## src/rtl/id_ex_stage_pkg.sv

```systemverilog
// Shared constants for the ID/EX issue stage: ALU control codes,
// RV32I opcodes and the funct3 values the decoder distinguishes.
package id_ex_stage_pkg;

    localparam logic [3:0] ALU_ADD  = 4'b0000;
    localparam logic [3:0] ALU_SLL  = 4'b0001;
    localparam logic [3:0] ALU_SLT  = 4'b0010;
    localparam logic [3:0] ALU_SLTU = 4'b0011;
    localparam logic [3:0] ALU_XOR  = 4'b0100;
    localparam logic [3:0] ALU_SRL  = 4'b0101;
    localparam logic [3:0] ALU_OR   = 4'b0110;
    localparam logic [3:0] ALU_AND  = 4'b0111;
    localparam logic [3:0] ALU_SUB  = 4'b1000;
    localparam logic [3:0] ALU_SGE  = 4'b1010;
    localparam logic [3:0] ALU_SGEU = 4'b1011;
    localparam logic [3:0] ALU_SRA  = 4'b1101;
    localparam logic [3:0] ALU_JMP  = 4'b1110;
    localparam logic [3:0] ALU_ERR  = 4'b1111;

    localparam logic [6:0] OPC_OP     = 7'b0110011;
    localparam logic [6:0] OPC_OPIMM  = 7'b0010011;
    localparam logic [6:0] OPC_LOAD   = 7'b0000011;
    localparam logic [6:0] OPC_STORE  = 7'b0100011;
    localparam logic [6:0] OPC_BRANCH = 7'b1100011;
    localparam logic [6:0] OPC_LUI    = 7'b0110111;
    localparam logic [6:0] OPC_AUIPC  = 7'b0010111;
    localparam logic [6:0] OPC_JAL    = 7'b1101111;
    localparam logic [6:0] OPC_JALR   = 7'b1100111;

    localparam logic [2:0] F3_BEQ  = 3'b000;
    localparam logic [2:0] F3_BNE  = 3'b001;
    localparam logic [2:0] F3_BLT  = 3'b100;
    localparam logic [2:0] F3_BGE  = 3'b101;
    localparam logic [2:0] F3_BLTU = 3'b110;
    localparam logic [2:0] F3_BGEU = 3'b111;
    localparam logic [2:0] F3_SR   = 3'b101;

endpackage

```

## src/rtl/id_ex_stage_alu_ctrl_dec.sv

```systemverilog
// Combinational ALU control decode from {opcode, funct3, funct7b5}.
// Unknown opcodes and reserved branch funct3 values decode to ERR.
module alu_ctrl_dec
    import id_ex_stage_pkg::*;
(
    input  logic [6:0] opcode,
    input  logic [2:0] funct3,
    input  logic       funct7b5,
    output logic [3:0] control,
    output logic       illegal
);

    always_comb begin
        control = ALU_ERR;
        illegal = 1'b0;
        unique case (1'b1)
            opcode == OPC_OP: control = {funct7b5, funct3};
            // only shifts look at instr[30]; ADDI with a negative imm stays ADD
            opcode == OPC_OPIMM: control = {(funct3 == F3_SR) & funct7b5, funct3};
            opcode == OPC_BRANCH: begin
                unique case (funct3)
                    F3_BEQ, F3_BNE: control = ALU_SUB;
                    F3_BLT:         control = ALU_SLT;
                    F3_BGE:         control = ALU_SGE;
                    F3_BLTU:        control = ALU_SLTU;
                    F3_BGEU:        control = ALU_SGEU;
                    default: begin
                        control = ALU_ERR;
                        illegal = 1'b1;
                    end
                endcase
            end
            opcode == OPC_LOAD, opcode == OPC_STORE,
            opcode == OPC_LUI, opcode == OPC_AUIPC: control = ALU_ADD;
            opcode == OPC_JAL, opcode == OPC_JALR: control = ALU_JMP;
            default: begin
                control = ALU_ERR;
                illegal = 1'b1;
            end
        endcase
    end

endmodule

```

## src/rtl/id_ex_stage.sv

```systemverilog
// ID/EX pipeline register with operand forwarding, ALU control
// generation and load-use hazard detection.
module id_ex_stage
    import id_ex_stage_pkg::*;
#(
    parameter int WIDTH    = 32,
    parameter int REG_ADDR = 5
) (
    input  logic                clk,
    input  logic                rst,
    input  logic                id_valid,
    input  logic [WIDTH-1:0]    id_pc,
    input  logic [WIDTH-1:0]    id_rs1_data,
    input  logic [WIDTH-1:0]    id_rs2_data,
    input  logic [WIDTH-1:0]    id_imm,
    input  logic [REG_ADDR-1:0] id_rs1,
    input  logic [REG_ADDR-1:0] id_rs2,
    input  logic [REG_ADDR-1:0] id_rd,
    input  logic [6:0]          id_opcode,
    input  logic [2:0]          id_funct3,
    input  logic                id_funct7b5,
    input  logic                ex_stall,
    input  logic                ex_flush,
    input  logic [REG_ADDR-1:0] exm_rd,
    input  logic                exm_wen,
    input  logic [WIDTH-1:0]    exm_data,
    input  logic [REG_ADDR-1:0] wb_rd,
    input  logic                wb_wen,
    input  logic [WIDTH-1:0]    wb_data,
    output logic                hazard_stall,
    output logic [WIDTH-1:0]    alu_a,
    output logic [WIDTH-1:0]    alu_b,
    output logic [3:0]          alu_control,
    output logic [WIDTH-1:0]    store_data,
    output logic                ex_valid,
    output logic [REG_ADDR-1:0] ex_rd,
    output logic                ex_reg_write,
    output logic                ex_mem_read,
    output logic                ex_mem_write,
    output logic                ex_branch,
    output logic                ex_illegal
);

    logic [3:0]          dec_control;
    logic                dec_illegal;
    logic                dec_reg_write;
    logic                dec_mem_read;
    logic                dec_mem_write;
    logic                dec_branch;
    logic                dec_a_pc;
    logic                dec_a_zero;
    logic                dec_b_rs2;
    logic                uses_rs1;
    logic                uses_rs2;

    logic [WIDTH-1:0]    ex_pc;
    logic [WIDTH-1:0]    ex_rs1_data;
    logic [WIDTH-1:0]    ex_rs2_data;
    logic [WIDTH-1:0]    ex_imm;
    logic [REG_ADDR-1:0] ex_rs1;
    logic [REG_ADDR-1:0] ex_rs2;
    logic                ex_a_pc;
    logic                ex_a_zero;
    logic                ex_b_rs2;
    logic [WIDTH-1:0]    rs1_fwd;
    logic [WIDTH-1:0]    rs2_fwd;
    logic                rs_match;

    alu_ctrl_dec u_dec (
        .opcode   (id_opcode),
        .funct3   (id_funct3),
        .funct7b5 (id_funct7b5),
        .control  (dec_control),
        .illegal  (dec_illegal)
    );

    always_comb begin
        dec_mem_read  = id_opcode == OPC_LOAD;
        dec_mem_write = id_opcode == OPC_STORE;
        dec_branch    = id_opcode == OPC_BRANCH;
        dec_reg_write = (id_opcode == OPC_OP) || (id_opcode == OPC_OPIMM) ||
                        (id_opcode == OPC_LOAD) || (id_opcode == OPC_LUI) ||
                        (id_opcode == OPC_AUIPC) || (id_opcode == OPC_JAL) ||
                        (id_opcode == OPC_JALR);
        dec_a_pc      = (id_opcode == OPC_AUIPC) || (id_opcode == OPC_JAL);
        dec_a_zero    = id_opcode == OPC_LUI;
        dec_b_rs2     = (id_opcode == OPC_OP) || (id_opcode == OPC_BRANCH);
        uses_rs2      = (id_opcode == OPC_OP) || (id_opcode == OPC_STORE) ||
                        (id_opcode == OPC_BRANCH);
        uses_rs1      = uses_rs2 || (id_opcode == OPC_OPIMM) ||
                        (id_opcode == OPC_LOAD) || (id_opcode == OPC_JALR);
    end

    assign rs_match = (uses_rs1 && id_rs1 == ex_rd) ||
                      (uses_rs2 && id_rs2 == ex_rd);

    assign hazard_stall = ex_valid && ex_mem_read && (ex_rd != '0) &&
                          id_valid && rs_match && !ex_flush;

    always_ff @(posedge clk or posedge rst) begin
        if (rst) begin
            ex_valid     <= 1'b0;
            ex_rd        <= '0;
            ex_reg_write <= 1'b0;
            ex_mem_read  <= 1'b0;
            ex_mem_write <= 1'b0;
            ex_branch    <= 1'b0;
            ex_illegal   <= 1'b0;
            alu_control  <= ALU_ADD;
            ex_a_pc      <= 1'b0;
            ex_a_zero    <= 1'b0;
            ex_b_rs2     <= 1'b0;
            ex_pc        <= '0;
            ex_rs1_data  <= '0;
            ex_rs2_data  <= '0;
            ex_imm       <= '0;
            ex_rs1       <= '0;
            ex_rs2       <= '0;
        end else if (ex_flush || (!ex_stall && hazard_stall)) begin
            // bubble: kill the slot, leave the datapath fields as they were
            ex_valid     <= 1'b0;
            ex_reg_write <= 1'b0;
            ex_mem_read  <= 1'b0;
            ex_mem_write <= 1'b0;
            ex_branch    <= 1'b0;
            ex_illegal   <= 1'b0;
            alu_control  <= ALU_ADD;
        end else if (!ex_stall) begin
            ex_valid     <= id_valid;
            ex_rd        <= id_rd;
            ex_reg_write <= id_valid && dec_reg_write;
            ex_mem_read  <= id_valid && dec_mem_read;
            ex_mem_write <= id_valid && dec_mem_write;
            ex_branch    <= id_valid && dec_branch;
            ex_illegal   <= id_valid && dec_illegal;
            alu_control  <= dec_control;
            ex_a_pc      <= dec_a_pc;
            ex_a_zero    <= dec_a_zero;
            ex_b_rs2     <= dec_b_rs2;
            ex_pc        <= id_pc;
            ex_rs1_data  <= id_rs1_data;
            ex_rs2_data  <= id_rs2_data;
            ex_imm       <= id_imm;
            ex_rs1       <= id_rs1;
            ex_rs2       <= id_rs2;
        end
    end

    assign rs1_fwd = (exm_wen && exm_rd == ex_rs1 && ex_rs1 != '0) ? exm_data :
                     (wb_wen && wb_rd == ex_rs1 && ex_rs1 != '0)   ? wb_data :
                     ex_rs1_data;
    assign rs2_fwd = (exm_wen && exm_rd == ex_rs2 && ex_rs2 != '0) ? exm_data :
                     (wb_wen && wb_rd == ex_rs2 && ex_rs2 != '0)   ? wb_data :
                     ex_rs2_data;

    assign alu_a      = ex_a_pc ? ex_pc : (ex_a_zero ? '0 : rs1_fwd);
    assign alu_b      = ex_b_rs2 ? rs2_fwd : ex_imm;
    assign store_data = rs2_fwd;

endmodule

```

## config.mk

```make
export PLATFORM = sky130hd
export DESIGN_NAME = id_ex_stage
export DESIGN_NICKNAME = d
export VERILOG_FILES = /design/src/rtl/id_ex_stage_pkg.sv /design/src/rtl/id_ex_stage_alu_ctrl_dec.sv /design/src/rtl/id_ex_stage.sv
export SDC_FILE = /design/constraint.sdc
export NUM_CORES = 1
export LEC_CHECK = 0
export ABC_CLOCK_PERIOD_IN_PS = 5000
export CORE_ASPECT_RATIO = 1.75
export CORE_MARGIN = 1
export CORE_UTILIZATION = 43
export CTS_CLUSTER_SIZE = 24
export DETAILED_ROUTE_END_ITERATION = 10
export PLACE_DENSITY_LB_ADDON = 0.3
export RECOVER_POWER = 100
export SETUP_SLACK_MARGIN = 0.2
export SYNTH_ARGS = -nofsm -noshare
export SYNTH_HDL_FRONTEND = slang
export SYNTH_SLANG_ARGS = --single-unit
```

## constraint.sdc

```tcl
create_clock -name clk -period 5 [get_ports clk]
set_clock_uncertainty 0.1 [all_clocks]
set_input_delay 0.5 -clock clk [delete_from_list [all_inputs] [get_ports clk]]
set_output_delay 0.5 -clock clk [all_outputs]
set_load 0.01 [all_outputs]
```

# Word level (Yosys, flattened, before mapping)

Index checks and enable logic that the tools add are counted.

Input bits: 235
Register bits: 156

Mux-type cells: 25
Reductions and logical operators: 48
Bitwise operators: 3
Equality and inequality tests: 21

Operators with widths:

| operator                                               | count |
|---|---|
| 2-to-1 mux 32 bit                                      | 7 |
| one-hot mux 4 bit (5 select lines)                     | 2 |
| equality test 5 bit                                    | 6 |
| equality test 7 x 6 -> 1 bit (second input constant)   | 3 |
| equality test 7 bit (second input constant)            | 3 |
| logical AND 1 bit                                      | 21 |
| logical OR 1 bit                                       | 15 |
| nonzero test 5 bit                                     | 3 |
| equality test 7 x 5 -> 1 bit (second input constant)   | 2 |
| 2-to-1 mux 1 bit                                       | 13 |
| equality test 3 bit (second input constant)            | 4 |
| 2-to-1 mux 4 bit                                       | 2 |
| OR reduction 8 bit                                     | 1 |
| equality test 7 x 2 -> 1 bit (second input constant)   | 1 |
| OR reduction 6 bit                                     | 1 |
| OR reduction 2 bit                                     | 2 |
| OR reduction 4 bit                                     | 1 |
| equality test 3 x 1 -> 1 bit (second input constant)   | 1 |
| logical NOT 3 bit                                      | 1 |
| logical NOT 1 bit                                      | 2 |
| inequality test 2 x 1 -> 1 bit (second input constant) | 1 |
| NOT 1 bit                                              | 2 |
| one-hot mux 1 bit (2 select lines)                     | 1 |
| AND reduction 2 bit                                    | 1 |
| AND 1 bit                                              | 1 |

# Logic depth before layout (Yosys ltp)

Depth in word-level cells: 14
Mapped depth: 9
Mapped depth without buffers: 6

# Hierarchy

A second synthesis with hierarchy kept.

Cells, all modules: 856
Area, all modules: 9630.5 µm²

By module, submodules not included:

| module       | area an instance (µm²) | instances | cells each | sequential area each (µm²) |
|---|---|---|---|---|
| id_ex_stage  | 9391.5                 | 1         | 828        | 3903.7 |
| alu_ctrl_dec | 239.0                  | 1         | 28         | 0.0 |

# Worst setup path after synthesis

OpenSTA, ideal clock, no wires.

Path kind: register to output
Start: register ex_rs2[1]
End: output port alu_b[11]
Data arrival time: 2.057 ns
Required time: 4.400 ns
Path slack: 2.343 ns
Stages on the path, launching flop included: 7
Path through: dfrtp_1 -> or4_4 -> o211ai_2 -> clkbuf_1 -> nor3_1 -> a31oi_1 -> mux2_2

Word-level cells in the longest chain between the ends: 6
Elaborated cells on any way between the ends: 10
Classes of those cells: eq/ne: 2; mux: 3; reduce/logical: 5

RTL lines:

| element                         | line               | text |
|---|---|---|
| from (decl)                     | id_ex_stage.sv:61  | `logic [REG_ADDR-1:0] ex_rs2;` |
| from (signal assigned)          | id_ex_stage.sv:145 | `ex_rs2 <= id_rs2;` |
| equality test 5 bit             | id_ex_stage.sv:153 | `(wb_wen && wb_rd == ex_rs2 && ex_rs2 != '0) ? wb_data :` |
| logical AND 1 bit (2 in series) | id_ex_stage.sv:153 |  |
| 2-to-1 mux 32 bit               | id_ex_stage.sv:153 |  |
| 2-to-1 mux 32 bit *             | id_ex_stage.sv:152 | `assign rs2_fwd = (exm_wen && exm_rd == ex_rs2 && ex_rs2 != '0) ? exm_data :` |
| net store_data[11]              | id_ex_stage.sv:34  | `output logic [WIDTH-1:0] store_data,` |
| 2-to-1 mux 32 bit *             | id_ex_stage.sv:157 | `assign alu_b = ex_b_rs2 ? rs2_fwd : ex_imm;` |
| to (decl)                       | id_ex_stage.sv:32  | `output logic [WIDTH-1:0] alu_b,` |

The timed path passes the listed nets; every way through them passes the cells marked *.

# Worst setup path after layout

Start: register ex_rs2[2]
End: output port alu_b[9]

Word-level cells in the longest chain between the ends: 6
Elaborated cells on any way between the ends: 10
Classes of those cells: eq/ne: 2; mux: 3; reduce/logical: 5

RTL lines:

| element                         | line |
|---|---|
| equality test 5 bit             | id_ex_stage.sv:153 |
| logical AND 1 bit (2 in series) | id_ex_stage.sv:153 |
| 2-to-1 mux 32 bit               | id_ex_stage.sv:153 |
| 2-to-1 mux 32 bit *             | id_ex_stage.sv:152 |
| 2-to-1 mux 32 bit *             | id_ex_stage.sv:157 |

Mark *: on every way between the ends. The rest lies on a longest branch, timed or not.

==> summary.md <==
| Metric | Value |
|---|---|
| Data required time of the worst path | 4.40 ns |
| Part of the cycle the worst path needs | 90.11% |
| Height of the chip | 208.0 um |
| Worst min-delay path category | reg -> reg |
| Startpoint of the most critical setup path | ex_rs2[2]$_DFFE_PP0P_ |
| Highest achievable clock rate | 221.9 MHz |
| Ratio of routed vias to standard cells | 6.018 |
| Post-Syn Area per Cell | 7.855 sq um |
| Smallest setup slack after layout | 0.4943 ns |
| Endpoints failing hold | 0 |
| Final sum of negative setup slack | 0 ns |
| Synth async-reset ratio | 100.0% |
| Worst slack on hold paths | 0.3765 ns |
| Worst reg2reg path endpoint | ex_pc[8]$_DFFE_PP0P_ |
| Commonest cells after routing, fill and taps aside | nand2_1 (343), clkdlybuf4s50_1 (265), nand3_1 (180) |
| Post-Route Utilization | 60.93% |
| Startpoint kind of the worst setup timing path | flip-flop |
| Count of nets after finishing | 1,815 |
| Endpoint type of the worst setup path | output port |
| FF-to-FF Start | ex_rd[2]$_DFFE_PP0P_ |
| Syn. warnings | 0 |
| Later-pin clock latency in the skew report | 0.43 ns |
| Last weighted congestion value of the routability-driven placer | 1.004 |
| Tightest Pin Transition | 1.822 ns |
| Pre-CTS worst setup slack | 1.086 ns |
| Detailed-router iteration count before antenna repair | 6 |
| Detailed router's first-iteration violation count | 1,471 |
| Vias | 11,495 |
| Netlist area before placement | 10,430 sq um |
| Largest net degree at the start of global routing | 157 |
| Cells after synthesis | 1,328 |
| Pwr/cell area | 279.7 nW/um^2 |
| Outcome | finished, violations left |
| Worst ir drop on vdd | 0.0002305 V |
| Via count of the first global-routing pass | 11,065 |
| Worst-case reg-to-reg path depth | 6 |
| Post-synthesis net count | 1,563 |
| Number of CTS-inserted buffers | 17 |
| WS Path Type | reg -> out |
| Number of distinct library cells after synthesis | 49 |
| Root buf cell | clkbuf_16 |
| Clock transition time at the flip-flop clock pins of the worst setup and hold paths | 0.06 ns |
| DIE AREA | 24,910 sq um |
| Half-perimeter wire length after placement | 27,800 um |
| Reported leakage power | 5.551 nW |
| Arrival time of data at the critical path endpoint | 3.91 ns |
| Port Buffers | 346 |
| Cts-stage hold buffer count | 0 |
| Capture point of the critical path | alu_b[9] |
| Remaining number of nets flagged by the antenna check after routing | 0 |
| Wire length of the first global-routing pass | 62,890 um |
| Initial antenna violation count | 11 |
| Minimum period implied by the final worst setup slack | 4.506 ns |
| Routed length per placed instance | 21.14 um |
| Crit-path max FO | 33 |
| Initial Util | 43.59% |
| Layout cells sized above 1 | 6.281% |
| Failing checks | max-capacitance violations, max-slew violations |
| Unrepaired setup endpoints after global routing | false |
| Total core area | 23,930 sq um |
| Worst slew slack as a fraction of its limit | -21.45% |
| Setup-violating endpoint count in the final report | 0 |
| Share of synthesized area occupied by flip-flops and latches | 37.42% |
| Global-route usage over all layers | 32.08% |
| Area added between synthesis and finish | 39.76% |
| Most common library cell in the layout ignoring fill and taps | nand2_1 |
| Max Cap Violations | 2 |
| Clock buffer depth | 2 |
| Clock sink count | 156 |
| Slack of the worst reg-to-reg path | 0.78 ns |
| Total number of placement rows | 75 |
| Post-synthesis register bit count | 156 |
| Setup fix buffers added after clock tree synthesis | 0 |
| Sum of internal, switching and leakage power | 4.078 mW |
| Horizontal die dimension | 119.7 um |
| Number of H-tree levels | 4 |
| Final-report max-slew violation count | 235 |
| Routed WL | 40,370 um |
| IO Count | 347 |
| Top flip-flop cell by instance count after synthesis | dfrtp_1 |
| Resize count post-CTS | 0 |
| Number of synthesized flops with an enable pin | 0 |
| Gr ovfl total | 0 |
| Residual DRC count | 0 |
| CTS tree | done |
[where the power goes]
part	switching (mW)	internal, mW
Sequential	0.149	1.41
Combinational	0.549	0.587
Clock	0.537	0.842
Total	1.24	2.84
[per-stage QoR]
| stage | cells | instance area (sq um) |
|---|---|---|
| final | 1910 | 14580 |
| after global routing | 1909 | 14580 |
| after CTS | 1900 | 14590 |
| after detailed placement | 1869 | 13980 |
| after global placement | 1869 | 13980 |
| after floorplan | 1328 | 10440 |
[cell type report]
type	count	area, sq um
Timing Repair Buffer	370	3659
Tap cell	308	385.4
Clock inverter	12	171.4
Clock buffer	19	442.9
Inverter	35	133.9
Fill cell	2148	9350
Sequential cell	156	3905
Antenna cell	10	25.02
Multi-Input combinational cell	1000	5857
[per-layer routing]
metal	vias to the layer above	wire, um	global-route usage (%)
met5	-	26	0
met4	4	2077	17.50
met3	123	3126	6.634
met2	621	19330	50.81
met1	5471	15810	40.63
li1	5276	-	-
[worst min path at each step]
| stage | start | endpoint | cells past startpoint |
|---|---|---|---|
| 6_report | ex_reg_write$_DFFE_PP0P_ | ex_reg_write$_DFFE_PP0P_ | 2 |
| 4_1_cts | ex_reg_write$_DFFE_PP0P_ | ex_reg_write$_DFFE_PP0P_ | 2 |
| 5_1_grt | alu_control[0]$_DFFE_PP0P_ | alu_control[0]$_DFFE_PP0P_ | 2 |
| 2_1_floorplan | ex_a_zero$_DFFE_PP0P_ | ex_a_zero$_DFFE_PP0P_ | 2 |
| 3_5_place_dp | ex_reg_write$_DFFE_PP0P_ | ex_reg_write$_DFFE_PP0P_ | 2 |
| 3_3_place_gp | alu_control[2]$_DFFE_PP0P_ | alu_control[2]$_DFFE_PP0P_ | 2 |
[Yosys cell counts, drive strengths merged (2+ instances only)]
library cell | n | area (sq um)
a21oi | 2 | 10.01
mux2i | 32 | 320.3
xnor2 | 25 | 219.0
buf | 50 | 267.8
a22o | 2 | 17.52
nand2b | 5 | 31.28
nand4 | 11 | 68.82
and3 | 32 | 200.2
mux2 | 32 | 360.4
a22oi | 2 | 15.01
nor3 | 36 | 180.2
o21ai | 11 | 55.05
clkbuf | 87 | 326.6
o221ai | 32 | 280.3
nand3 | 180 | 900.9
or4 | 2 | 18.77
inv | 35 | 131.4
nand2 | 343 | 1287
o31ai | 33 | 247.7
nor2 | 11 | 41.29
dfrtp | 156 | 3904
or2 | 5 | 31.28
nor4 | 2 | 18.77
a31oi | 33 | 206.5
nor2b | 4 | 25.02
xor2 | 6 | 52.55
o211ai | 145 | 1094
[worst max-delay path, cell delays in order, from the launching register on]
cell and delay, ns:
dfrtp_1 0.48, or4_4 0.60, o211ai_4 0.16, clkbuf_2 0.63, or2_1 0.19, buf_4 0.34
a31oi_1 0.18, mux2_2 0.29, dlygate4sd3_1 0.60
[sequential cells by signal, summed over array words and instances, names as in the netlist]
signal        cells
alu_control       4
ex_a_pc           1
ex_a_zero         1
ex_b_rs2          1
ex_branch         1
ex_illegal        1
ex_imm           32
ex_mem_read       1
ex_mem_write      1
ex_pc            32
ex_rd             5
ex_reg_write      1
ex_rs1            5
ex_rs1_data      32
ex_rs2            5
ex_rs2_data      32
ex_valid          1
[cell families (layout without fill, tap and decap cells)]
family / count (synthesis) / in the layout / synth area share [%]
xor+xnor: 31 / 31 / 2.603
buf+inv: 172 / 436 / 6.957
compound gates: 269 / 269 / 19.19
other cells: 0 / 10 / 0
simple gates: 636 / 636 / 27.30
flops: 156 / 156 / 37.42
mux: 64 / 64 / 6.525
Power figures use the tool's default switching activity.
